### src/rtl/rv32i_fetch_if.sv
// Fetch-stage channels: instruction-memory request/response and the decode-facing output.
interface rv32i_fetch_if;
    logic        mem_req_valid;
    logic        mem_req_ready;
    logic [31:0] mem_req_addr;
    logic        mem_resp_valid;
    logic [31:0] mem_resp_data;
    logic        out_valid;
    logic        out_ready;
    logic [31:0] out_pc;
    logic [31:0] out_inst;

    modport master (
        output mem_req_valid, mem_req_addr, out_valid, out_pc, out_inst,
        input  mem_req_ready, mem_resp_valid, mem_resp_data, out_ready
    );

    modport slave (
        input  mem_req_valid, mem_req_addr, out_valid, out_pc, out_inst,
        output mem_req_ready, mem_resp_valid, mem_resp_data, out_ready
    );
endinterface

### src/rtl/rv32i_fetch.sv
// RV32I instruction fetch: credit-limited in-order memory requests, PC/response pairing
// and an output buffer toward decode; a redirect squashes everything older.

module rv32i_fetch_chk (
    input logic clk,
    input logic rst,
    input logic resp_valid_i,
    input logic idle_i,
    input logic push_i,
    input logic pop_i,
    input logic full_i
);
    // Protocol checks: no response without an outstanding request, no buffer overflow.
    always_ff @(posedge clk) begin
        if (!rst) begin
            assert (!(resp_valid_i && idle_i));
            assert (!(push_i && !pop_i && full_i));
        end
    end
endmodule

module rv32i_fetch #(
    parameter logic [31:0] RESET_ADDR      = 32'h0000_0000,
    parameter int          MAX_OUTSTANDING = 2,
    parameter int          FIFO_DEPTH      = 2
) (
    input  logic          clk,
    input  logic          rst,
    input  logic          redirect_valid,
    input  logic [31:0]   redirect_pc,
    rv32i_fetch_if.master bus
);
    localparam int TQ_AW = (MAX_OUTSTANDING > 1) ? $clog2(MAX_OUTSTANDING) : 1;
    localparam int FQ_AW = (FIFO_DEPTH > 1) ? $clog2(FIFO_DEPTH) : 1;
    localparam int IF_W  = $clog2(MAX_OUTSTANDING + 1);
    localparam int FC_W  = $clog2(FIFO_DEPTH + 1);
    localparam logic [31:0]      MAX_OUT_U = 32'(MAX_OUTSTANDING);
    localparam logic [31:0]      DEPTH_U   = 32'(FIFO_DEPTH);
    localparam logic [TQ_AW-1:0] TQ_LAST   = TQ_AW'(MAX_OUTSTANDING - 1);
    localparam logic [FQ_AW-1:0] FQ_LAST   = FQ_AW'(FIFO_DEPTH - 1);

    function automatic logic [TQ_AW-1:0] tq_next(input logic [TQ_AW-1:0] p);
        logic [TQ_AW-1:0] n;
        if (p == TQ_LAST) begin
            n = '0;
        end else begin
            n = p + TQ_AW'(1'b1);
        end
        return n;
    endfunction

    function automatic logic [FQ_AW-1:0] fq_next(input logic [FQ_AW-1:0] p);
        logic [FQ_AW-1:0] n;
        if (p == FQ_LAST) begin
            n = '0;
        end else begin
            n = p + FQ_AW'(1'b1);
        end
        return n;
    endfunction

    logic [31:0]                pc_q, pc_d;
    logic [IF_W-1:0]            inflight_q, inflight_d;
    logic [TQ_AW-1:0]           tq_wr_q, tq_wr_d, tq_rd_q, tq_rd_d;
    logic [MAX_OUTSTANDING-1:0] kill_q, kill_d;
    logic [31:0]                tag_pc_q [MAX_OUTSTANDING];
    logic [FQ_AW-1:0]           f_wr_q, f_wr_d, f_rd_q, f_rd_d;
    logic [FC_W-1:0]            f_cnt_q, f_cnt_d;
    logic [31:0]                fifo_pc_q   [FIFO_DEPTH];
    logic [31:0]                fifo_inst_q [FIFO_DEPTH];

    logic credit_s, req_valid_s, req_fire_s, resp_fire_s, push_s, pop_s, out_valid_s;
    logic unused_lsb_s;

    assign unused_lsb_s = ^redirect_pc[1:0];

    // Handshake qualification; credit looks only at registered occupancy.
    always_comb begin
        credit_s    = (32'(inflight_q) < MAX_OUT_U) &&
                      ((32'(inflight_q) + 32'(f_cnt_q)) < DEPTH_U);
        req_valid_s = !rst && !redirect_valid && credit_s;
        req_fire_s  = req_valid_s && bus.mem_req_ready;
        resp_fire_s = bus.mem_resp_valid && (inflight_q != '0);
        out_valid_s = !rst && (f_cnt_q != '0);
        push_s      = resp_fire_s && !kill_q[tq_rd_q] && !redirect_valid;
        pop_s       = out_valid_s && bus.out_ready && !redirect_valid;
    end

    // PC, in-flight tag queue and kill marks.
    always_comb begin
        pc_d       = pc_q;
        inflight_d = inflight_q;
        kill_d     = kill_q;
        if (redirect_valid) begin
            pc_d = {redirect_pc[31:2], 2'b00};
        end else if (req_fire_s) begin
            pc_d = pc_q + 32'd4;
        end else begin
            pc_d = pc_q;
        end

        case ({req_fire_s, resp_fire_s})
            2'b10:   inflight_d = inflight_q + IF_W'(1'b1);
            2'b01:   inflight_d = inflight_q - IF_W'(1'b1);
            default: inflight_d = inflight_q;
        endcase

        if (req_fire_s) begin
            tq_wr_d = tq_next(tq_wr_q);
        end else begin
            tq_wr_d = tq_wr_q;
        end
        if (resp_fire_s) begin
            tq_rd_d = tq_next(tq_rd_q);
        end else begin
            tq_rd_d = tq_rd_q;
        end

        // Every outstanding tag (even one popped this cycle) belongs to the old path.
        if (redirect_valid) begin
            kill_d = '1;
        end else if (req_fire_s) begin
            kill_d[tq_wr_q] = 1'b0;
        end else begin
            kill_d = kill_q;
        end
    end

    // Output buffer pointers and occupancy; a redirect empties it outright.
    always_comb begin
        f_wr_d  = f_wr_q;
        f_rd_d  = f_rd_q;
        f_cnt_d = f_cnt_q;
        if (redirect_valid) begin
            f_wr_d  = '0;
            f_rd_d  = '0;
            f_cnt_d = '0;
        end else begin
            if (push_s) begin
                f_wr_d = fq_next(f_wr_q);
            end else begin
                f_wr_d = f_wr_q;
            end
            if (pop_s) begin
                f_rd_d = fq_next(f_rd_q);
            end else begin
                f_rd_d = f_rd_q;
            end
            case ({push_s, pop_s})
                2'b10:   f_cnt_d = f_cnt_q + FC_W'(1'b1);
                2'b01:   f_cnt_d = f_cnt_q - FC_W'(1'b1);
                default: f_cnt_d = f_cnt_q;
            endcase
        end
    end

    // State registers; storage arrays need no reset because occupancy gates them.
    always_ff @(posedge clk) begin
        if (rst) begin
            pc_q       <= RESET_ADDR;
            inflight_q <= '0;
            tq_wr_q    <= '0;
            tq_rd_q    <= '0;
            kill_q     <= '0;
            f_wr_q     <= '0;
            f_rd_q     <= '0;
            f_cnt_q    <= '0;
        end else begin
            pc_q       <= pc_d;
            inflight_q <= inflight_d;
            tq_wr_q    <= tq_wr_d;
            tq_rd_q    <= tq_rd_d;
            kill_q     <= kill_d;
            f_wr_q     <= f_wr_d;
            f_rd_q     <= f_rd_d;
            f_cnt_q    <= f_cnt_d;
            if (req_fire_s) begin
                tag_pc_q[tq_wr_q] <= pc_q;
            end
            if (push_s) begin
                fifo_pc_q[f_wr_q]   <= tag_pc_q[tq_rd_q];
                fifo_inst_q[f_wr_q] <= bus.mem_resp_data;
            end
        end
    end

    assign bus.mem_req_valid = req_valid_s;
    assign bus.mem_req_addr  = pc_q;
    assign bus.out_valid     = out_valid_s;
    assign bus.out_pc        = fifo_pc_q[f_rd_q];
    assign bus.out_inst      = fifo_inst_q[f_rd_q];

    rv32i_fetch_chk u_chk (
        .clk          (clk),
        .rst          (rst),
        .resp_valid_i (bus.mem_resp_valid),
        .idle_i       (inflight_q == '0),
        .push_i       (push_s),
        .pop_i        (pop_s),
        .full_i       (32'(f_cnt_q) == DEPTH_U)
    );
endmodule

### src/flat_wrapper.sv
// flat-port wrapper written by rule: the top's interface ports become plain ports
module rv32i_fetch_flat 
#(
    parameter logic [31:0] RESET_ADDR      = 32'h0000_0000,
    parameter int          MAX_OUTSTANDING = 2,
    parameter int          FIFO_DEPTH      = 2
)
  (clk, rst, redirect_valid, redirect_pc, bus_mem_req_valid, bus_mem_req_addr, bus_out_valid, bus_out_pc, bus_out_inst, bus_mem_req_ready, bus_mem_resp_valid, bus_mem_resp_data, bus_out_ready);
  rv32i_fetch_if bus_i ();
  input  logic clk;
  input  logic rst;
  input  logic redirect_valid;
  input  logic [31:0] redirect_pc;
  output wire logic [$bits(bus_i.mem_req_valid)-1:0] bus_mem_req_valid;
  output wire logic [$bits(bus_i.mem_req_addr)-1:0] bus_mem_req_addr;
  output wire logic [$bits(bus_i.out_valid)-1:0] bus_out_valid;
  output wire logic [$bits(bus_i.out_pc)-1:0] bus_out_pc;
  output wire logic [$bits(bus_i.out_inst)-1:0] bus_out_inst;
  input wire logic [$bits(bus_i.mem_req_ready)-1:0] bus_mem_req_ready;
  input wire logic [$bits(bus_i.mem_resp_valid)-1:0] bus_mem_resp_valid;
  input wire logic [$bits(bus_i.mem_resp_data)-1:0] bus_mem_resp_data;
  input wire logic [$bits(bus_i.out_ready)-1:0] bus_out_ready;
  assign bus_mem_req_valid = bus_i.mem_req_valid;
  assign bus_mem_req_addr = bus_i.mem_req_addr;
  assign bus_out_valid = bus_i.out_valid;
  assign bus_out_pc = bus_i.out_pc;
  assign bus_out_inst = bus_i.out_inst;
  assign bus_i.mem_req_ready = bus_mem_req_ready;
  assign bus_i.mem_resp_valid = bus_mem_resp_valid;
  assign bus_i.mem_resp_data = bus_mem_resp_data;
  assign bus_i.out_ready = bus_out_ready;
  rv32i_fetch #(.RESET_ADDR(RESET_ADDR), .MAX_OUTSTANDING(MAX_OUTSTANDING), .FIFO_DEPTH(FIFO_DEPTH)) u_core (.clk(clk), .rst(rst), .redirect_valid(redirect_valid), .redirect_pc(redirect_pc), .bus(bus_i));
endmodule
### config.mk
export PLATFORM = sky130hd
export DESIGN_NAME = rv32i_fetch_flat
export DESIGN_NICKNAME = d
export VERILOG_FILES = /design/src/rtl/rv32i_fetch_if.sv /design/src/rtl/rv32i_fetch.sv /design/src/flat_wrapper.sv
export SDC_FILE = /design/constraint.sdc
export NUM_CORES = 1
export LEC_CHECK = 0
export BUFFER_PORTS_ARGS = -buffer_cell sky130_fd_sc_hd__buf_4
export CAP_MARGIN = 10
export CORE_ASPECT_RATIO = 1.75
export CORE_MARGIN = 2
export CORE_UTILIZATION = 35
export DETAILED_ROUTE_END_ITERATION = 10
export GPL_ROUTABILITY_DRIVEN = 0
export MAX_ROUTING_LAYER = met4
export PLACE_DENSITY = 0.62
export SYNTH_ARGS = -nofsm -noshare
export SYNTH_HDL_FRONTEND = slang
export SYNTH_SLANG_ARGS = --single-unit
### constraint.sdc
create_clock -name clk -period 7.8 [get_ports clk]
set_input_delay 1.56 -clock clk [delete_from_list [all_inputs] [get_ports clk]]
set_output_delay 1.56 -clock clk [all_outputs]
set_load 0.1 [all_outputs]
=== After elaboration in Yosys (flattened, before gate mapping) ===
Memories as Yosys holds them, arrays and structs flattened. A register that Yosys moved wholly into a read port is not among the register bits.
Index checks and enable logic that the tools add are counted.

* Flip-flop bits (word level): 42
* Bits in writable memories: 192
* Input port bits: 70
* Output and inout bits: 98
* Word-level logic and storage cells: 79
* Memories kept: 3

{| class="wikitable"
|+ Memories
! name !! words !! width !! read ports !! clocked after memory_dff !! wr ports !! line !! source
|-
| u_core.fifo_inst_q || 2 || 32 || 1 || 1 || 1 || rv32i_fetch.sv:70 || <nowiki>logic [31:0] fifo_inst_q [FIFO_DEPTH];</nowiki>
|-
| u_core.fifo_pc_q || 2 || 32 || 1 || 1 || 1 || rv32i_fetch.sv:69 || <nowiki>logic [31:0] fifo_pc_q [FIFO_DEPTH];</nowiki>
|-
| u_core.tag_pc_q || 2 || 32 || 1 || 1 || 1 || rv32i_fetch.sv:66 || <nowiki>logic [31:0] tag_pc_q [MAX_OUTSTANDING];</nowiki>
|}

* $add $sub $neg: 10
* Order comparisons: 5
* Equal/unequal tests: 4
* Mux-type cells: 26
* Bitwise logic cells: 2
* Reduce and logical (&&, ||, !) cells: 20

{| class="wikitable"
|+ Operators by type and width
! operator !! number
|-
| two-way mux 32 bit || 2
|-
| adder 32 x 3 -> 32 bit (second input constant) || 1
|-
| less-than comparator 32 x 2 -> 1 bit (second input constant) || 1
|-
| two-way mux 1 bit || 19
|-
| logical AND 1 bit || 11
|-
| nonzero test 2 bit || 5
|-
| one-hot mux 2 bit (2 select lines) || 2
|-
| adder 1 bit (second input constant) || 4
|-
| adder 2 x 1 -> 2 bit (second input constant) || 2
|-
| equality test 2 x 1 -> 1 bit (second input constant) || 2
|-
| equality test 2 bit (second input constant) || 2
|-
| less-than comparator 1 x 2 -> 1 bit (second input constant) || 2
|-
| two-way mux 2 bit || 2
|-
| subtractor 2 x 1 -> 2 bit (second input constant) || 2
|-
| adder 2 x 2 -> 3 bit || 1
|-
| logical NOT 1 bit || 3
|-
| AND 2 bit || 1
|-
| less-than comparator 2 bit (second input constant) || 1
|-
| NOT 2 bit || 1
|-
| OR reduction 2 bit || 1
|-
| demux 1 bit (select 1 bit) || 1
|-
| >= comparator 1 bit (second input constant) || 1
|}

=== Longest topological paths before layout ===
* Depth in word-level cells: 8
* Depth in mapped cells: 12
* Gate-level depth less buffers: 9

=== Worst setup path before layout ===
Ideal clock, no wire load.

* Path type: input to register
* Start point: input redirect_valid
* End point: memory u_core.fifo_inst_q[1][0] (enable)
* Setup time: 571 ps
* Data arrival time: 6682 ps
* Required time: 7229 ps
* Path slack: 547 ps
* Stages on the path: 4
* Path buffers: 1
* Path through: inv_1 > clkbuf_1 > nand3_1 > nor3b_1

* Word-level cells in the longest chain between the ends: 5

{| class="wikitable"
|+ Ends and longest elaborated chain
! element !! line !! source
|-
| start, declared || flat_wrapper.sv:12 || <nowiki>input logic redirect_valid;</nowiki>
|-
| logical NOT 1 bit || rv32i_fetch.sv:85 || <nowiki>push_s = resp_fire_s && !kill_q[tq_rd_q] && !redirect_valid;</nowiki>
|-
| logical AND 1 bit || rv32i_fetch.sv:85 ||
|-
| two-way mux 1 bit || rv32i_fetch.sv:180 || <nowiki>if (push_s) begin</nowiki>
|-
| two-way mux 1 bit || rv32i_fetch.sv:159 || <nowiki>if (rst) begin</nowiki>
|-
| two-way mux 1 bit (implied by the code) || rv32i_fetch.sv:182 || <nowiki>fifo_inst_q[f_wr_q] <= bus.mem_resp_data;</nowiki>
|-
| end, declared || rv32i_fetch.sv:70 ||
|}

No other way between the ends.

=== Final worst setup path ===
* Start point: input rst
* End point: output bus_mem_req_valid

* Word-level cells in the longest chain between the ends: 3

{| class="wikitable"
|+ Ends and longest elaborated chain
! element !! line !! source
|-
| start, declared || flat_wrapper.sv:11 || <nowiki>input logic rst;</nowiki>
|-
| logical NOT 1 bit || rv32i_fetch.sv:81 || <nowiki>req_valid_s = !rst && !redirect_valid && credit_s;</nowiki>
|-
| logical AND 1 bit (2 in a row) || rv32i_fetch.sv:81 ||
|-
| end, declared || flat_wrapper.sv:14 || <nowiki>output wire logic [$bits(bus_i.mem_req_valid)-1:0] bus_mem_req_valid;</nowiki>
|}

No other way between the ends.

==> flow_metrics.py <==
metrics = {
    "sta": {
        "clock-skew-final_ns": 0.0181,
        "rsz0062_at_grt": "no",
        "slew-limit-headroom": 0.378,
        "tightestPinTransition_ns": 0.932,
        "post-route-period-util": 0.520,
        "final-setup-viol-count": 0,
        "tns_ns": 0,
        "finalHoldViolCount": 0,
        "clock.fmax_ghz": 0.246,
        "slew_violations": 0,
        "fin_crit_ns": 4.06,
    },
    "placement": {
        "dp_hpwl_um": 12900,
        "dpl.cell_count": 1046,
        "numPortBuffers": 161,
    },
    "clocking": {
        "clk_pin_slew_worst_paths_ns": 0.06,
        "cts-root-buf": "clkbuf_16",
        "cts.sink_count": 226,
        "clk_latency_ns": 0.52,
        "cts_tree": "yes",
        "cts_buffers": 22,
        "cts_max_path_buffers": 3,
        "ctsHoldBuffers": 0,
        "ctsResizeCount": 0,
        "cts_max_level": 1,
        "cts_setup_buffers": 0,
    },
    "route": {
        "drc_errors": 0,
        "dr.pass1.iters": 4,
        "drt_iter0_drc": 237,
        "wirelength_um": 19500,
        "vias": 5405,
        "route.antenna.remaining_nets": 0,
        "wl_per_cell_um": 18.0,
        "routed_via_density": 4.98,
    },
    "global_routing": {
        "met3_usage": 0.0188,
        "grt_pass1_vias": 5522,
        "grt_pass1_wl_um": 30400,
        "antenna_found_initial": 0,
        "overflow": 0,
        "grt_max_degree": 63,
        "grt_usage": 0.146,
        "globalRoute.busiestLayer": "met2",
        "grt_use_met1": 0.160,
        "use_met2": 0.269,
    },
    "critical_path": {
        "cpMostUsedCell": "buf_4",
        "path_cells": "buf_4, nor2_4, and2_1, buf_4",
        "critPathMaxStageDelay_ns": 0.29,
        "crit_type": "in2out",
        "crit_fanout": 41,
        "startpoint_type": "primary input",
        "slowest_stage": "buf_4",
        "critical_path_arrival_ns": 2.50,
        "cp.required_ns": 6.24,
        "endpoint_kind": "output port",
    },
    "worst_hold_path": {
        "hold_class": "reg2reg",
    },
    "synth": {
        "ys_seq_area_frac": 0.708,
        "synth_edf_count": 184,
        "syn_area_um2": 8990,
        "avgSynthCellArea_um2": 15.2,
        "synth.most_common_cell": "edfxtp_1",
        "yosysUniqueCellTypes": 51,
        "synth_top_area_frac": 0.615,
        "yosys.area_share.simple": 0.0824,
        "synth_area_leader_cell": "edfxtp_1",
        "async_flop_share": 0,
        "ys.warnings.count": 0,
        "syn_inst": 591,
        "synthAdderAreaFrac": 0.00640,
        "yosys-top-cells-area": "edfxtp_1, mux2_2, dfxtp_1",
        "yosys.area_share.xor_xnor": 0.0107,
        "synth.area.mux_share": 0.125,
        "synth_top_family_by_area": "multiplexers",
        "synthFlopType": "edfxtp_1",
        "synth_compound_area_frac": 0.0480,
        "ys_ff_latch": 226,
        "synth_common_cells": "edfxtp_1, mux2_2, nand2_1",
    },
    "power": {
        "ir_drop_uv": 111,
        "power_density_nw_per_um2": 245,
        "leakage_uw": 0.00397,
    },
    "layout": {
        "area_delta_synth_final_pct": 24.9,
        "finalNonFillerCells": 1086,
        "n_antenna_cell": 0,
        "nets": 828,
        "drive_above_1_share": 0.403,
    },
    "flow_run": {
        "drv_cap": 0,
    },
    "floorplanning": {
        "coreArea_um2": 25200,
        "num_rows": 77,
        "initial_core_util": 0.356,
        "die_w_um": 125,
        "die_height_um": 216,
        "boundaryPins": 168,
        "dieArea_um2": 27000,
    },
    "run_status": {
        "status": "finished, final reports clean",
    },
}
==> flip-flops by register name (all words and copies together), names as in the netlist, named ones only <==
signal and cells:
u_core.tag_pc_q 60, u_core.inflight_q 2, u_core.fifo_pc_q 60, u_core.f_rd_q 1
u_core.f_cnt_q 2, u_core.kill_q 2, u_core.tq_wr_q 1, u_core.fifo_inst_q 64
u_core.tq_rd_q 1, u_core.f_wr_q 1, u_core.bus.mem_req_addr 30
==> cell type report <==
cell class                      instances  area [um2]
Timing Repair Buffer                  167        1250
Clock inverter                         11         100
Clock buffer                           29         608
Sequential cell                       226        6370
Tap cell                              316         395
Inverter                                6        22.5
Multi-Input combinational cell        331        2480
Fill cell                            2320       14000
==> power breakdown <==
group	internal, uW	leakage, uW	total (uW)	switching [uW]
clock	588	0.000351	1030	444
sequential	1350	0.00202	1380	32.3
combinational	103	0.00160	340	237
==> worst paths after layout <==
kind	start	to	depth (start not counted)	slack [ns]
max	rst	bus_mem_req_valid	4	3.74
min	u_core.kill_q[0]$_SDFFE_PP0P_	u_core.kill_q[0]$_SDFFE_PP0P_	2	0.48
max reg2reg	u_core.f_cnt_q[0]$_SDFFE_PP0P_	u_core.bus.mem_req_addr[11]$_SDFFE_PP0P_	8	4.28
min reg2reg	u_core.kill_q[0]$_SDFFE_PP0P_	u_core.kill_q[0]$_SDFFE_PP0P_	2	0.48
==> cells in the final DEF (no fill, tap or decap), drive strengths merged, types with 5 or more instances in the layout <==
| cell | n |
|---|---|
| clkbuf | 29 |
| clkinv | 10 |
| nand4 | 11 |
| edfxtp | 184 |
| o311ai | 5 |
| inv | 6 |
| or3 | 7 |
| dfxtp | 42 |
| nor2 | 28 |
| or4 | 6 |
| a31oi | 14 |
| and2 | 8 |
| o21ai | 13 |
| buf | 167 |
| nor3 | 10 |
| mux2 | 98 |
| nand3 | 16 |
| a21oi | 17 |
| xor2 | 7 |
| nand2 | 44 |
==> cells by family (layout without fill, tap and decap cells) <==
family,after synthesis,count (layout)
adder cells (fa/ha/maj),4,4
buffers and inverters,37,213
AND/OR/NAND/NOR,145,145
flip-flops,226,226
XOR/XNOR,11,11
AO/OA/AOI/OAI,67,67
other,1,4
multiplexers,100,100
==> stage by stage <==
stage | cell area, um2 | setup WS (ns) | hold WS [ns] | util | total power, uW
floorplan | 9000 | 0.547 | 0.454 | - | 1660
global placement | 10500 | 3.50 | 0.467 | 0.417 | 1750
detailed placement | 10500 | 3.50 | 0.471 | 0.417 | 1750
CTS | 11200 | 3.72 | 0.480 | 0.445 | 2790
global route | 11200 | 3.69 | 0.525 | 0.445 | 2860
finish | 11200 | 3.74 | 0.477 | 0.445 | 2760
==> worst max-delay path: cells and delay by family <==
family / cells / cell delay [ns]
buf+inv: 2 / 0.54
simple gates: 2 / 0.39
==> per-layer routing <==
layer  share of wire  up-vias
met5               0        -
met4           0.023        0
met3           0.035       23
met2            0.56      128
met1            0.39     2659
li1                -     2595
Power figures use the tool's default switching activity.
